[config.mk]
export PLATFORM = sky130hd
export DESIGN_NAME = sprite_pos_ctrl
export DESIGN_NICKNAME = d
export VERILOG_FILES = /design/src/rtl/vga_pkg.sv /design/src/rtl/vsync_edge_det.sv /design/src/rtl/sprite_pos_ctrl.sv
export SDC_FILE = /design/constraint.sdc
export NUM_CORES = 1
export LEC_CHECK = 0
export ABC_CLOCK_PERIOD_IN_PS = 3940
export CAP_MARGIN = 10
export CORE_MARGIN = 2
export CORE_UTILIZATION = 51
export DETAILED_ROUTE_END_ITERATION = 8
export PLACE_DENSITY_LB_ADDON = 0.25
export SLEW_MARGIN = 10
export SYNTH_ARGS = -nofsm -noshare
export SYNTH_HDL_FRONTEND = slang
export SYNTH_HIERARCHICAL = 1
export SYNTH_SLANG_ARGS = --single-unit
[constraint.sdc]
create_clock -name clk -period 3.94 [get_ports clk]
set_input_delay 0.788 -clock clk [delete_from_list [all_inputs] [get_ports clk]]
set_output_delay 0.788 -clock clk [all_outputs]
set_load 0.005 [all_outputs]
[src/rtl/vga_pkg.sv]
// Shared VGA-domain types and defaults for frame-synchronous blocks.
package vga_pkg;

    localparam int COORD_W_DFLT     = 10;
    localparam int NUM_SPRITES_DFLT = 5;

    typedef logic [COORD_W_DFLT-1:0] coord_t;

    typedef struct packed {
        coord_t x;
        coord_t y;
    } sprite_pos_t;

    typedef enum logic [1:0] {
        IDLE    = 2'd0,
        PENDING = 2'd1,
        COPY    = 2'd2,
        DONE    = 2'd3
    } commit_state_t;

endpackage

[src/rtl/vsync_edge_det.sv]
// Frame-start detector: one-cycle pulse on the falling edge of the active-low vsync.
module vsync_edge_det (
    input  logic clk,
    input  logic rst,
    input  logic vsync,
    output logic fs
);

    logic vsync_q;

    // Previous vsync sample; resets high so a low vsync at release counts as a frame start.
    always_ff @(posedge clk) begin
        if (!rst) vsync_q <= 1'b1;
        else      vsync_q <= vsync;
    end

    assign fs = vsync_q & ~vsync;

endmodule

[src/rtl/sprite_pos_ctrl.sv]
// Sprite position controller: CPU writes a shadow bank, which is copied into
// the renderer-visible active bank one slot per cycle at the start of vsync.
module sprite_pos_ctrl
    import vga_pkg::*;
#(
    parameter int NUM_SPRITES = NUM_SPRITES_DFLT,
    parameter int COORD_W     = COORD_W_DFLT,
    parameter int FCNT_W      = 16
) (
    input  logic               clk,
    input  logic               rst,
    input  logic               vsync,
    input  logic               wr_en,
    input  logic [2:0]         wr_idx,
    input  logic [COORD_W-1:0] wr_x,
    input  logic [COORD_W-1:0] wr_y,
    output logic               wr_ready,
    input  logic               commit_req,
    output logic               commit_pending,
    output logic               commit_ack,
    output logic [COORD_W-1:0] pos_x [NUM_SPRITES],
    output logic [COORD_W-1:0] pos_y [NUM_SPRITES],
    output logic [FCNT_W-1:0]  frame_count,
    output logic               wr_err
);

    commit_state_t      state;
    logic               requeue;
    logic               rdy_q;
    logic [2:0]         idx;
    logic               fs;
    logic               idx_ok;
    logic               wr_ok;
    logic [COORD_W-1:0] sh_x [NUM_SPRITES];
    logic [COORD_W-1:0] sh_y [NUM_SPRITES];

    vsync_edge_det u_edge (
        .clk   (clk),
        .rst   (rst),
        .vsync (vsync),
        .fs    (fs)
    );

    // Shadow bank is locked only while it is being copied out.
    assign wr_ready       = rdy_q & (state != COPY);
    assign idx_ok         = 32'(wr_idx) < 32'(NUM_SPRITES);
    assign wr_ok          = wr_en & wr_ready & idx_ok;
    assign commit_ack     = (state == DONE);
    assign commit_pending = (state == PENDING) | (state == COPY) |
                            ((state == DONE) & requeue);

    // Shadow bank: CPU-side writes, bit-exact.
    always_ff @(posedge clk) begin
        if (!rst) begin
            for (int i = 0; i < NUM_SPRITES; i++) begin
                sh_x[i] <= '0;
                sh_y[i] <= '0;
            end
        end else begin
            for (int i = 0; i < NUM_SPRITES; i++) begin
                if (wr_ok && wr_idx == 3'(i)) begin
                    sh_x[i] <= wr_x;
                    sh_y[i] <= wr_y;
                end
            end
        end
    end

    // Sticky out-of-range write flag; cleared only by reset.
    always_ff @(posedge clk) begin
        if (!rst)                               wr_err <= 1'b0;
        else if (wr_en && wr_ready && !idx_ok)  wr_err <= 1'b1;
    end

    // Frame counter runs regardless of commit activity.
    always_ff @(posedge clk) begin
        if (!rst)    frame_count <= '0;
        else if (fs) frame_count <= frame_count + 1'b1;
    end

    // Commit sequencer; a request arriving mid-commit is parked in requeue.
    always_ff @(posedge clk) begin
        if (!rst) begin
            state   <= IDLE;
            requeue <= 1'b0;
            idx     <= '0;
            rdy_q   <= 1'b0;
        end else begin
            rdy_q <= 1'b1;
            case (state)
                IDLE: begin
                    if (commit_req) state <= PENDING;
                end
                PENDING: begin
                    if (fs) begin
                        state <= COPY;
                        idx   <= '0;
                    end
                end
                COPY: begin
                    if (commit_req) requeue <= 1'b1;
                    if (idx == 3'(NUM_SPRITES - 1)) state <= DONE;
                    else                            idx   <= idx + 3'd1;
                end
                default: begin
                    state   <= (requeue || commit_req) ? PENDING : IDLE;
                    requeue <= 1'b0;
                end
            endcase
        end
    end

    // Active bank: updated one slot per COPY cycle, otherwise held.
    always_ff @(posedge clk) begin
        if (!rst) begin
            for (int i = 0; i < NUM_SPRITES; i++) begin
                pos_x[i] <= '0;
                pos_y[i] <= '0;
            end
        end else if (state == COPY) begin
            for (int i = 0; i < NUM_SPRITES; i++) begin
                if (idx == 3'(i)) begin
                    pos_x[i] <= sh_x[i];
                    pos_y[i] <= sh_y[i];
                end
            end
        end
    end

endmodule

## After elaboration in Yosys (flattened, before gate mapping)

Memory sizes are Yosys's and may differ from the RTL's. A register that Yosys moved wholly into a read port is not among the register bits.
Cells that the tools add are included.

- Memories: 2
- Word-level logic and storage cells: 117
- Bits of input ports: 28
- Register bits: 25
- Output and inout bits: 120
- RAM bits: 100

- Bitwise gates (word level): 19
- Reduce and logical (&&, ||, !) cells: 32
- $add $sub $neg: 2
- Magnitude comparators: 1
- Multiplexer cells: 37
- Equal/unequal tests: 17

Memories:

| memory | depth | bits a word | rd ports | clocked after Yosys merged registers in | write ports | RTL line | RTL |
|---|---|---|---|---|---|---|---|
| sh_x | 5 | 10 | 5 | 5 | 5 | sprite_pos_ctrl.sv:34 | `logic [COORD_W-1:0] sh_x [NUM_SPRITES];` |
| sh_y | 5 | 10 | 5 | 5 | 5 | sprite_pos_ctrl.sv:35 | `logic [COORD_W-1:0] sh_y [NUM_SPRITES];` |

Operators with widths:

| cell | number |
|---|---|
| $mux 10 | 10 |
| $mux 1 | 19 |
| $add 16x1->16 const B | 1 |
| $eq 3x2->1 const B | 4 |
| $ne 2x2->1 const B | 6 |
| $or 1x1->1 | 12 |
| $reduce_and 2->1 | 6 |
| $logic_not 1->1 | 11 |
| $logic_and 1x1->1 | 7 |
| $eq 3x1->1 const B | 2 |
| $eq 3x3->1 const B | 2 |
| $logic_not 3->1 | 2 |
| $mux 2 | 3 |
| $mux 3 | 2 |
| $pmux 2 s3 | 1 |
| $pmux 3 s2 | 1 |
| $reduce_and 3->1 | 2 |
| $and 1x1->1 | 5 |
| $eq 2x2->1 const B | 2 |
| $add 3x1->3 const B | 1 |
| $lt 3x3->1 const B | 1 |
| $eq 2x1->1 const B | 1 |
| $logic_not 2->1 | 1 |
| $not 1->1 | 2 |
| 4 further kinds | 4 |

## Depth between registers and ports, before layout

Gate-level depths: netlist of run 1.

- Depth after elaboration: 9
- Gate-level depth with buffers: 8
- Depth with buffers taken out: 6

## Hierarchy

Netlist of run 1, hierarchy kept.

Modules (own cells, without submodules):

| module | cells an instance | sequential area each (um^2) | instances | area each (um^2) |
|---|---|---|---|---|
| sprite_pos_ctrl | 713 | 5485.3 | 1 | 7820.0 |
| vsync_edge_det | 3 | 20.0 | 1 | 32.5 |

## Worst setup path before layout of run 1

No wires, ideal clock.

- Kind: flip-flop to flip-flop
- From: register state[0]
- To: memory sh_x[1][0] (netlist bit), enable pin
- Cell stages (with the launch flop): 8
- Clock period less this slack: 3129 ps
- Setup time: 425 ps
- Path slack: 811 ps
- Arrival: 2704 ps
- Data required time: 3515 ps
- Buffers on the path: 1
- Path through: dfxtp_1 inv_1 ha_1 clkbuf_1 nand3b_1 nor2_1 nand2_1 o21ai_0

RTL lines:

| item | RTL line | RTL |
|---|---|---|
| start: declaration | sprite_pos_ctrl.sv:27 | `commit_state_t state;` |
| start signal: assignment | sprite_pos_ctrl.sv:106 | `state <= (requeue \|\| commit_req) ? PENDING : IDLE;` |
| end: declaration | sprite_pos_ctrl.sv:34 |  |

## Final worst setup path of run 1

- From: register state[0]
- To: output port commit_pending

- Word-level cells in the longest chain between the ends: 3
- Elaborated cells between the ends (all ways): 6
- Those cells by class: eq/ne: 3; bitwise: 3

RTL lines:

| item | RTL line | RTL |
|---|---|---|
| $eq 2x1->1, or another cell as far along | sprite_pos_ctrl.sv:49 | `assign commit_pending = (state == PENDING) \| (state == COPY) \|` |
| $or 1x1->1 / $and 1x1->1 (equally long branches) | sprite_pos_ctrl.sv:49, sprite_pos_ctrl.sv:50 |  |
| $or 1x1->1 (*) | sprite_pos_ctrl.sv:49 |  |
| end: declaration | sprite_pos_ctrl.sv:19 | `output logic commit_pending,` |

Mark *: on every way between the ends. The rest lies on a longest branch, timed or not.

==> results of run 1 <==
[logic make-up after synthesis]
logic type | Yosys count
AND/OR/NAND/NOR | 300
buffers and inverters | 46
multiplexers | 3
XOR/XNOR | 12
flip-flops | 225
adder cells (fa/ha/maj) | 10
AO/OA/AOI/OAI | 120
[layout make-up]
type,instances,area (um2)
Sequential cell,225,5510
Clock inverter,9,121
Multi-Input combinational cell,445,2180
Tap cell,188,235
Clock buffer,31,636
Fill cell,1096,4910
Inverter,9,35.0
Timing Repair Buffer,152,1520
[synth_stat cells, drive strengths merged, types with 2 or more instances]
library cell / n
nand3: 7
or3: 2
a21oi: 108
ha: 10
and2: 25
nand4: 7
nand2: 215
clkbuf: 36
xor2: 6
mux2i: 3
edfxtp: 100
nand2b: 2
inv: 8
dfxtp: 125
nor3: 3
and3: 2
xnor2: 6
and4: 2
nor4: 3
o21ai: 8
nor2: 23
nor2b: 3
nand3b: 2
[flip-flops by register name, indices dropped and copies added (netlist names)]
signal,flops
frame_count,16
idx,3
pos_x,50
pos_y,50
rdy_q,1
requeue,1
sh_x,50
sh_y,50
state,2
u_edge/vsync_q,1
wr_err,1
[critical path: stages, from the launching register on]
cell and delay (ps):
dfxtp_1 380, inv_1 90, ha_1 380, a21o_1 180
clkdlybuf4s50_1 460
[power breakdown]
part	internal [mW]	switching (mW)	leakage (nW)	total, mW
Clock	1.32	0.844	0.362	2.16
Sequential	2.55	0.0512	2.04	2.60
Combinational	0.195	0.273	1.11	0.468
[final timing paths]
path / slack [ps] / depth (start not counted) / to
setup / recovery: 1170 / 4 / commit_pending
hold / removal: 460 / 2 / pos_x[31]
setup reg to reg: 1390 / 6 / sh_x[2][3]
hold reg to reg: 460 / 2 / pos_x[31]
[cell usage in the layout, fill, tap and decap left out, types with 2 or more instances in the layout]
cell type	count
nor2b_1	3
dfxtp_1	125
clkinv_2	2
o21ai_2	2
edfxtp_1	100
clkinv_1	3
mux2i_1	3
clkbuf_1	5
nor4_1	3
clkinvlp_4	2
nand2_1	215
nor2_1	23
buf_4	4
clkbuf_16	23
clkbuf_8	3
xor2_1	6
bufinv_16	3
inv_1	8
ha_1	10
nand2b_1	2
nor3_1	3
and2_1	25
and3_1	2
o21ai_0	6
nand3_1	7
a21oi_1	108
xnor2_1	6
clkdlybuf4s50_1	147
nand3b_1	2
nand4_1	6
[layer usage]
| metal | up-vias | wire length, um | GRT usage |
|---|---|---|---|
| li1 | 2695 | - | - |
| met1 | 2727 | 8130 | 0.308 |
| met2 | 253 | 8840 | 0.364 |
| met3 | 32 | 1500 | 0.0459 |
| met4 | 0 | 362 | 0.0672 |
| met5 | - | 0 | 0 |
==> metrics.yaml, run 1 <==
crit_path_end_kind: "output port"
cts_tree: "done"
syn-cell-area_um2: 7850
pre_cts_ws_ps: 1040
ant_nets: 0
drc_errors: 0
synth_edf_count: 100
start_util: 0.518
insertion_delay_ps: 490
yosysTopAreaCell: "edfxtp_1"
final_layout_size_suffix_gt1_frac: 0.0505
core_area_um2: 15100
ys_ff_latch: 225
num_antenna_cells: 0
max-clock-path-buffers: 3
grt_antenna_before_repair: 0
fin_nets: 893
portBuffers: 147
cap_violations: 0
cts-root-buf: "clkbuf_16"
synth_cells: 716
post-route-period-util: 0.702
crit_start: "state[0]"
ys_warn_count: 6
min_from: "pos_x[31]"
grt_first_pass_wirelength_um: 28700
stdcell_area_um2: 10200
final-hold-violation-count: 0
fin_worst_skew_ps: 10.0
wirelength_um: 18800
place_congestion: 0.846
dr.pass1.iters: 5
achievable-frequency_mhz: 361
synthFlopType: "dfxtp_1"
ios: 148
mappedNetlistNets: 754
num_vias: 5707
slew_headroom: 0.404
crit_required_ps: 3150
crit_path_max_fanout: 6
synth_top_area_share: 0.382
synthDistinctLibCells: 36
yosys.area_share.simple: 0.166
synth_area_leaders: "edfxtp_1 38%, dfxtp_1 32%, nand2_1 10%"
row_count: 45
avgViaCountPerCell: 5.39
wire_per_inst_um: 17.8
post_cts_buffers: 0
dp.cells: 1019
synth_top_family_by_area: "simple AND/OR/NAND/NOR gates"
hold_buffers: 0
run_status: "complete, no violations"
final_util: 0.676
clk_pin_slew_ps: 70
synth_fa_ha_area_frac: 0.0159
die_x_um: 128
synth_xor_area_frac: 0.0134
synthArstFlopShare: 0
dieArea_um2: 16400
path_class: "flip-flop to output port"
ys_seq_area_frac: 0.701
h-tree-depth: 1
clock-sinks: 225
initialDrtViolationCount: 502
die_h_um: 128
ctsResizeCount: 0
p_leak_nw: 3.51
holdWs_ps: 455
grt_start_max_net_pins: 97
setup_violations: 0
ir_worst_vdd_v: 0.000303
grt_pass1_vias: 5536
gr-usage-all-layers: 0.225
startpoint_type: "flip-flop"
report.final.slew_viol_count: 0
dpl.hpwl_um: 12700
worstMarginPinSlew_ps: 891
power.total_mw: 5.24
synth-compound-area-share: 0.0779
rsz0062_at_grt: "no"
power.density_nw_per_um2: 512
overflow: 0
setup_slack_ps: 1170
r2r_start: "state[0]"
hp-class: "flip-flop to flip-flop"
critPathArrivalTime_ps: 1980
finalSetupTns_ps: 0
area_growth_pct: 30.3
finalCriticalPeriod_ps: 2770
numCtsBuffers: 22
final_cells: 1059
syn_area_per_cell_um2: 11.0
postPlaceCellArea_um2: 9480
synthMuxAreaShare: 0.00382
No activity file was read; power rests on OpenSTA's default activity.
==> run 2, diff against run 1 <==
ABC_CLOCK_PERIOD_IN_PS = 2800   (was 3940)
clock period = 2.8 ns   (was 3.94 ns; I/O delays follow)
==> run 2 against run 1 <==
Against the previous run: register-to-register slack worse by 870 ps; global-route usage is 0.20 points higher; routed wire length is 1.1% lower; setup slack worse by 900 ps; count of clock-buffer cells in the layout is 4 higher; via count is 1.2% higher; cell area is 1.2% higher; critical endpoint unchanged; largest cell class unchanged; highest routed layer unchanged.
==> metrics.yaml, run 2 (same netlist as run 1, synthesis figures left out) <==
p_leak_nw: 3.60  # was 3.51 nW
wire_per_inst_um: 17.4  # was 17.8 um
fill_cells: 1098  # was 1096
final-hold-violation-count: 0  # unchanged
startpoint_type: "flip-flop"  # unchanged
clock-sinks: 225  # unchanged
finalCriticalPeriod_ps: 2530
run_status: "complete, no violations"  # unchanged
max-clock-path-buffers: 3  # unchanged
post_cts_buffers: 0  # unchanged
final_common_cell: "nand2_1"  # unchanged
wirelength_um: 18600  # was 18800 um
report.final.slew_viol_count: 0  # unchanged
dieArea_um2: 16400  # unchanged
core_area_um2: 15100  # unchanged
slew_headroom: 0.456  # was 0.404
cp_num_buf_inv: 2  # unchanged
ctsResizeCount: 0  # unchanged
ios: 148  # unchanged
portBuffers: 147  # unchanged
dr.pass1.iters: 5  # unchanged
start_util: 0.518  # unchanged
num_antenna_cells: 0  # unchanged
achievable-frequency_mhz: 395
num_vias: 5775  # was 5707
avgViaCountPerCell: 5.40  # was 5.39
crit_start: "state[0]"  # unchanged
ant_nets: 0  # unchanged
die_h_um: 128  # unchanged
insertion_delay_ps: 490  # about the same
final_cells: 1069  # was 1059
setup_violations: 0  # unchanged
cap_violations: 0  # unchanged
numCtsBuffers: 22  # unchanged
wl_met1_um: 8030  # was 8130 um
worstPathCellList: "inv_1, ha_1, a21o_1, clkdlybuf4s50_1"  # unchanged
grt_start_max_net_pins: 51  # was 97
crit_path_end_kind: "output port"  # unchanged
fin_nets: 903  # was 893
clk_pin_slew_ps: 60  # was 70 ps
h-tree-depth: 1  # unchanged
critPathTopFamily: "buffers and inverters"  # unchanged
met2_length_um: 8820  # was 8840 um
final_cell_mix: "215 x nand2_1, 147 x clkdlybuf4s50_1, 125 x dfxtp_1"  # unchanged
final_layout_size_suffix_gt1_frac: 0.0647  # was 0.0505
worstMarginPinSlew_ps: 816  # was 891 ps
ir_worst_vdd_v: 0.000575  # was 0.000303 V
wl_met3_um: 1160  # was 1500 um
min_from: "pos_y[44]"  # was pos_x[31]
cts_tree: "done"  # unchanged
dp.cells: 1029  # was 1019
top_layer: "met4"  # unchanged
gr-usage-all-layers: 0.227  # was 0.225
fin_worst_skew_ps: 8.26  # was 10.0 ps
hp-class: "flip-flop to flip-flop"  # unchanged
finalSetupTns_ps: 0  # unchanged
crit_required_ps: 2240  # was 3150 ps
die_x_um: 128  # unchanged
max_stage_delay_ps: 440  # was 460 ps
path_class: "flip-flop to output port"  # unchanged
row_count: 45  # unchanged
cts-root-buf: "clkbuf_16"  # unchanged
dpl.hpwl_um: 12700  # about the same
r2r_start: "state[0]"  # unchanged
drc_errors: 0  # unchanged
hold_buffers: 0  # unchanged
critPathArrivalTime_ps: 1970  # was 1980 ps
place_congestion: 0.862  # was 0.846
crit_path_max_fanout: 6  # unchanged
worst_path_max_delay_cell: "clkdlybuf4s50_1"  # unchanged
initialDrtViolationCount: 476  # was 502
overflow: 0  # unchanged
grt_antenna_before_repair: 0  # unchanged
area_growth_pct: 31.9  # was 30.3%
power.density_nw_per_um2: 722  # was 512 nW/um2
post-route-period-util: 0.904
rsz0062_at_grt: "no"  # unchanged
grt_pass1_vias: 5775  # was 5536
grt_first_pass_wirelength_um: 29200  # was 28700 um
## run 2: where the power goes
| group | leakage [nW] | switching, mW | internal (mW) |
|---|---|---|---|
| clock network | 0.392 | 1.18 | 1.95 |
| registers | 2.04 | 0.0761 | 3.59 |
| logic | 1.16 | 0.399 | 0.289 |
## run 2: layout make-up
type,instances,area [um2],area share
multi-input cells,445,2180,0.211
repair buffers,162,1610,0.155
inverters,9,35.0,0.00338
well taps,188,235,0.0227
clock inverters,5,75.1,0.00725
flip-flops and latches,225,5510,0.531
clock buffers,35,718,0.0693
## run 2: worst register-to-register path, stage by stage (launching register included)
cell and delay (ps):
dfxtp_1 380, inv_1 80, ha_1 340, nand3b_1 320
nor2_1 260, nand2_1 120, o21ai_2 140, buf_4 300
## run 2: routing by layer
metal  vias to the layer above  track usage
li1                       2711            -
met1                      2791        0.301
met2                       225        0.373
met3                        48       0.0384
met4                         0       0.0905
met5                         -            0
## run 2: path summary, 6_finish.rpt
check / cells after the start / to / slack, ps
max: 4 / commit_pending / 270
min: 2 / pos_y[44] / 460
max reg2reg: 7 / sh_y[1][8] / 520
min reg2reg: 2 / pos_y[44] / 460
## run 2: through the flow
stage,setup slack [ps],hold slack [ps],total power [mW],instance area [um2],utilization
global placement,403,445,4.38,9570,0.632
global route,163,479,7.72,10400,0.684
floorplan,204,453,4.09,7850,-
CTS,252,458,7.52,10400,0.684
detailed placement,403,451,4.41,9570,0.632
finish,268,456,7.48,10400,0.684
==> run 3, diff against run 2 <==
ABC_CLOCK_PERIOD_IN_PS = 2500   (was 2800)
CORE_UTILIZATION = 50   (was 51)
clock period = 2.5 ns   (was 2.8 ns; I/O delays follow)
==> run 3 against run 2 <==
Against the previous run: highest routed layer unchanged; routed wire length rose by 7.7%; core utilization fell by 0.54 points; global-route usage up 1.1 points; final cell count rose by 2.6%; flip-flop and latch count is the same; total power grew 7.0%; sequential power is 12% higher; clock power shrank 3%; clock skew up 1.5 ps.
==> metrics.yaml, run 3 (same netlist as run 1, synthesis figures left out) <==
ctsResizeCount: 0  # unchanged
clock-sinks: 225  # unchanged
p_leak_nw: 3.56  # was 3.60 nW
ir_worst_vdd_v: 0.000410  # was 0.000575 V
dp.cells: 1056  # was 1029
start_util: 0.515  # was 0.518
startpoint_type: "flip-flop"  # unchanged
hp-class: "flip-flop to flip-flop"  # unchanged
fin_worst_skew_ps: 9.71  # was 8.26 ps
drc_errors: 0  # unchanged
dr.pass1.iters: 5  # unchanged
grt_first_pass_wirelength_um: 30600  # was 29200 um
final-hold-violation-count: 0  # unchanged
slew_headroom: 0.497  # was 0.456
path_class: "flip-flop to output port"  # unchanged
dpl.hpwl_um: 13400  # was 12700 um
wirelength_um: 20100  # was 18600 um
num_antenna_cells: 0  # unchanged
crit_path_end_kind: "output port"  # unchanged
p_int_mw: 6.15  # was 5.83 mW
overflow: 0  # unchanged
core_area_um2: 15300  # was 15100 um2
final_common_cell: "nand2_1"  # unchanged
die_h_um: 129  # was 128 um
final_util: 0.679  # was 0.684
critPathArrivalTime_ps: 1900  # was 1970 ps
post_cts_buffers: 0  # unchanged
ant_nets: 0  # unchanged
p_sw_mw: 1.86  # was 1.66 mW
finalSetupTns_ps: 0  # unchanged
cts-root-buf: "clkbuf_16"  # unchanged
final_cells: 1097  # was 1069
cp_num_buf_inv: 2  # unchanged
finalCriticalPeriod_ps: 2400
worstPathCellList: "inv_1, ha_2, nor2b_1, clkdlybuf4s50_1"  # was inv_1, ha_1, a21o_1, clkdlybuf4s50_1
setup_slack_ps: 100  # was 268 ps
gr-usage-all-layers: 0.238  # was 0.227
grt_pass1_vias: 5640  # was 5775
post-route-period-util: 0.960
clk_pin_slew_ps: 60  # about the same
ff2ff_setup_slack_ps: 330  # was 520 ps
rsz0062_at_grt: "no"  # unchanged
reg2reg_to: "sh_y[1][8]"  # unchanged
worstMarginPinSlew_ps: 753  # was 816 ps
run_status: "complete, no violations"  # unchanged
dieArea_um2: 16700  # was 16400 um2
final_cell_mix: "215 x nand2_1, 147 x clkdlybuf4s50_1, 124 x dfxtp_1"  # was 215 x nand2_1, 147 x clkdlybuf4s50_1, 125 x dfxtp_1
critPathTopFamily: "buffers and inverters"  # unchanged
achievable-frequency_mhz: 417
initialDrtViolationCount: 480  # was 476
crit_start: "state[0]"  # unchanged
insertion_delay_ps: 490  # about the same
grt_start_max_net_pins: 75  # was 51
power.density_nw_per_um2: 773  # was 722 nW/um2
num_vias: 5811  # was 5775
place_congestion: 0.838  # was 0.862
portBuffers: 147  # unchanged
die_x_um: 129  # was 128 um
max_stage_delay_ps: 510  # was 440 ps
worst_path_max_delay_cell: "clkdlybuf4s50_1"  # unchanged
setup.worst_path.end: "wr_ready"  # was commit_pending
report.final.slew_viol_count: 0  # unchanged
avgViaCountPerCell: 5.30  # was 5.40
numCtsBuffers: 23  # was 22
pwr-share-seq: 0.514  # was 0.490
pre_cts_ws_ps: 250  # was 403 ps
setup_violations: 0  # unchanged
row_count: 45  # unchanged
crit_path_max_fanout: 11  # was 6
hold_buffers: 0  # unchanged
worst-path-stages: 4  # unchanged
ios: 148  # unchanged
max-clock-path-buffers: 3  # unchanged
reg2regPathDepth: 7  # unchanged
p_clk_frac: 0.382  # was 0.418
switching_share: 0.232  # was 0.221
area_growth_pct: 31.9  # about the same
crit_required_ps: 2000  # was 2240 ps
grt_antenna_before_repair: 0  # unchanged
r2r_start: "state[0]"  # unchanged
h-tree-depth: 1  # unchanged
final_layout_size_suffix_gt1_frac: 0.0621  # was 0.0647
power_frac_comb: 0.104  # was 0.092
cap_violations: 0  # unchanged
fin_nets: 908  # was 903
wire_per_inst_um: 18.3  # was 17.4 um
cts_tree: "done"  # unchanged
run 3: cell types whose count changed in the layout (fill, tap and decap cells not counted), sizes merged:
cell,delta
bufinv,-2
buf,+4
clkinv,-1
clkbuf,+4
run 3: power groups by stage:
stage	Combinational, mW	Sequential, mW	Clock [mW]
after floorplan	0.418	4.16	0
after global placement	0.750	4.18	0
after detailed placement	0.783	4.18	0
after CTS	0.791	4.11	3.09
after global routing	0.917	4.13	3.24
final	0.836	4.11	3.05
run 3: area by class of cell:
| class | instances | area, um2 |
|---|---|---|
| Clock buffer | 39 | 646 |
| Clock inverter | 2 | 17.5 |
| Fill cell | 1135 | 4900 |
| Inverter | 9 | 35.0 |
| Multi-Input combinational cell | 445 | 2200 |
| Sequential cell | 225 | 5510 |
| Tap cell | 211 | 264 |
| Timing Repair Buffer | 166 | 1690 |
run 3: worst min-delay path by stage:
stage / from / endpoint / slack, ps / depth (start not counted)
after floorplan: pos_x[0] / pos_x[0] / 450 / 2
after global placement: pos_x[34] / pos_x[34] / 450 / 2
after detailed placement: pos_x[33] / pos_x[33] / 450 / 2
after CTS: pos_y[7] / pos_y[7] / 460 / 2
after global routing: pos_x[3] / pos_x[3] / 480 / 2
final: pos_x[34] / pos_x[34] / 460 / 2
run 3: worst min-delay path, cell delays in order, from the launching register on:
cell     delay (ps)
dfxtp_1         310
nand2_1          50
a21oi_1          50
run 3: through the flow:
| step | hold WS, ps | instance area [um2] | power, mW |
|---|---|---|---|
| after floorplan | 453 | 7860 | 4.58 |
| after global placement | 447 | 9670 | 4.93 |
| after detailed placement | 450 | 9670 | 4.97 |
| after CTS | 460 | 10300 | 8.00 |
| after global routing | 478 | 10400 | 8.28 |
| final | 458 | 10400 | 8.01 |
run 3: layer usage:
| metal | wire (um) | track usage |
|---|---|---|
| met1 | 8370 | 0.320 |
| met2 | 9900 | 0.402 |
| met4 | 483 | 0.0697 |
| met5 | 0 | 0 |
| met3 | 1310 | 0.0380 |
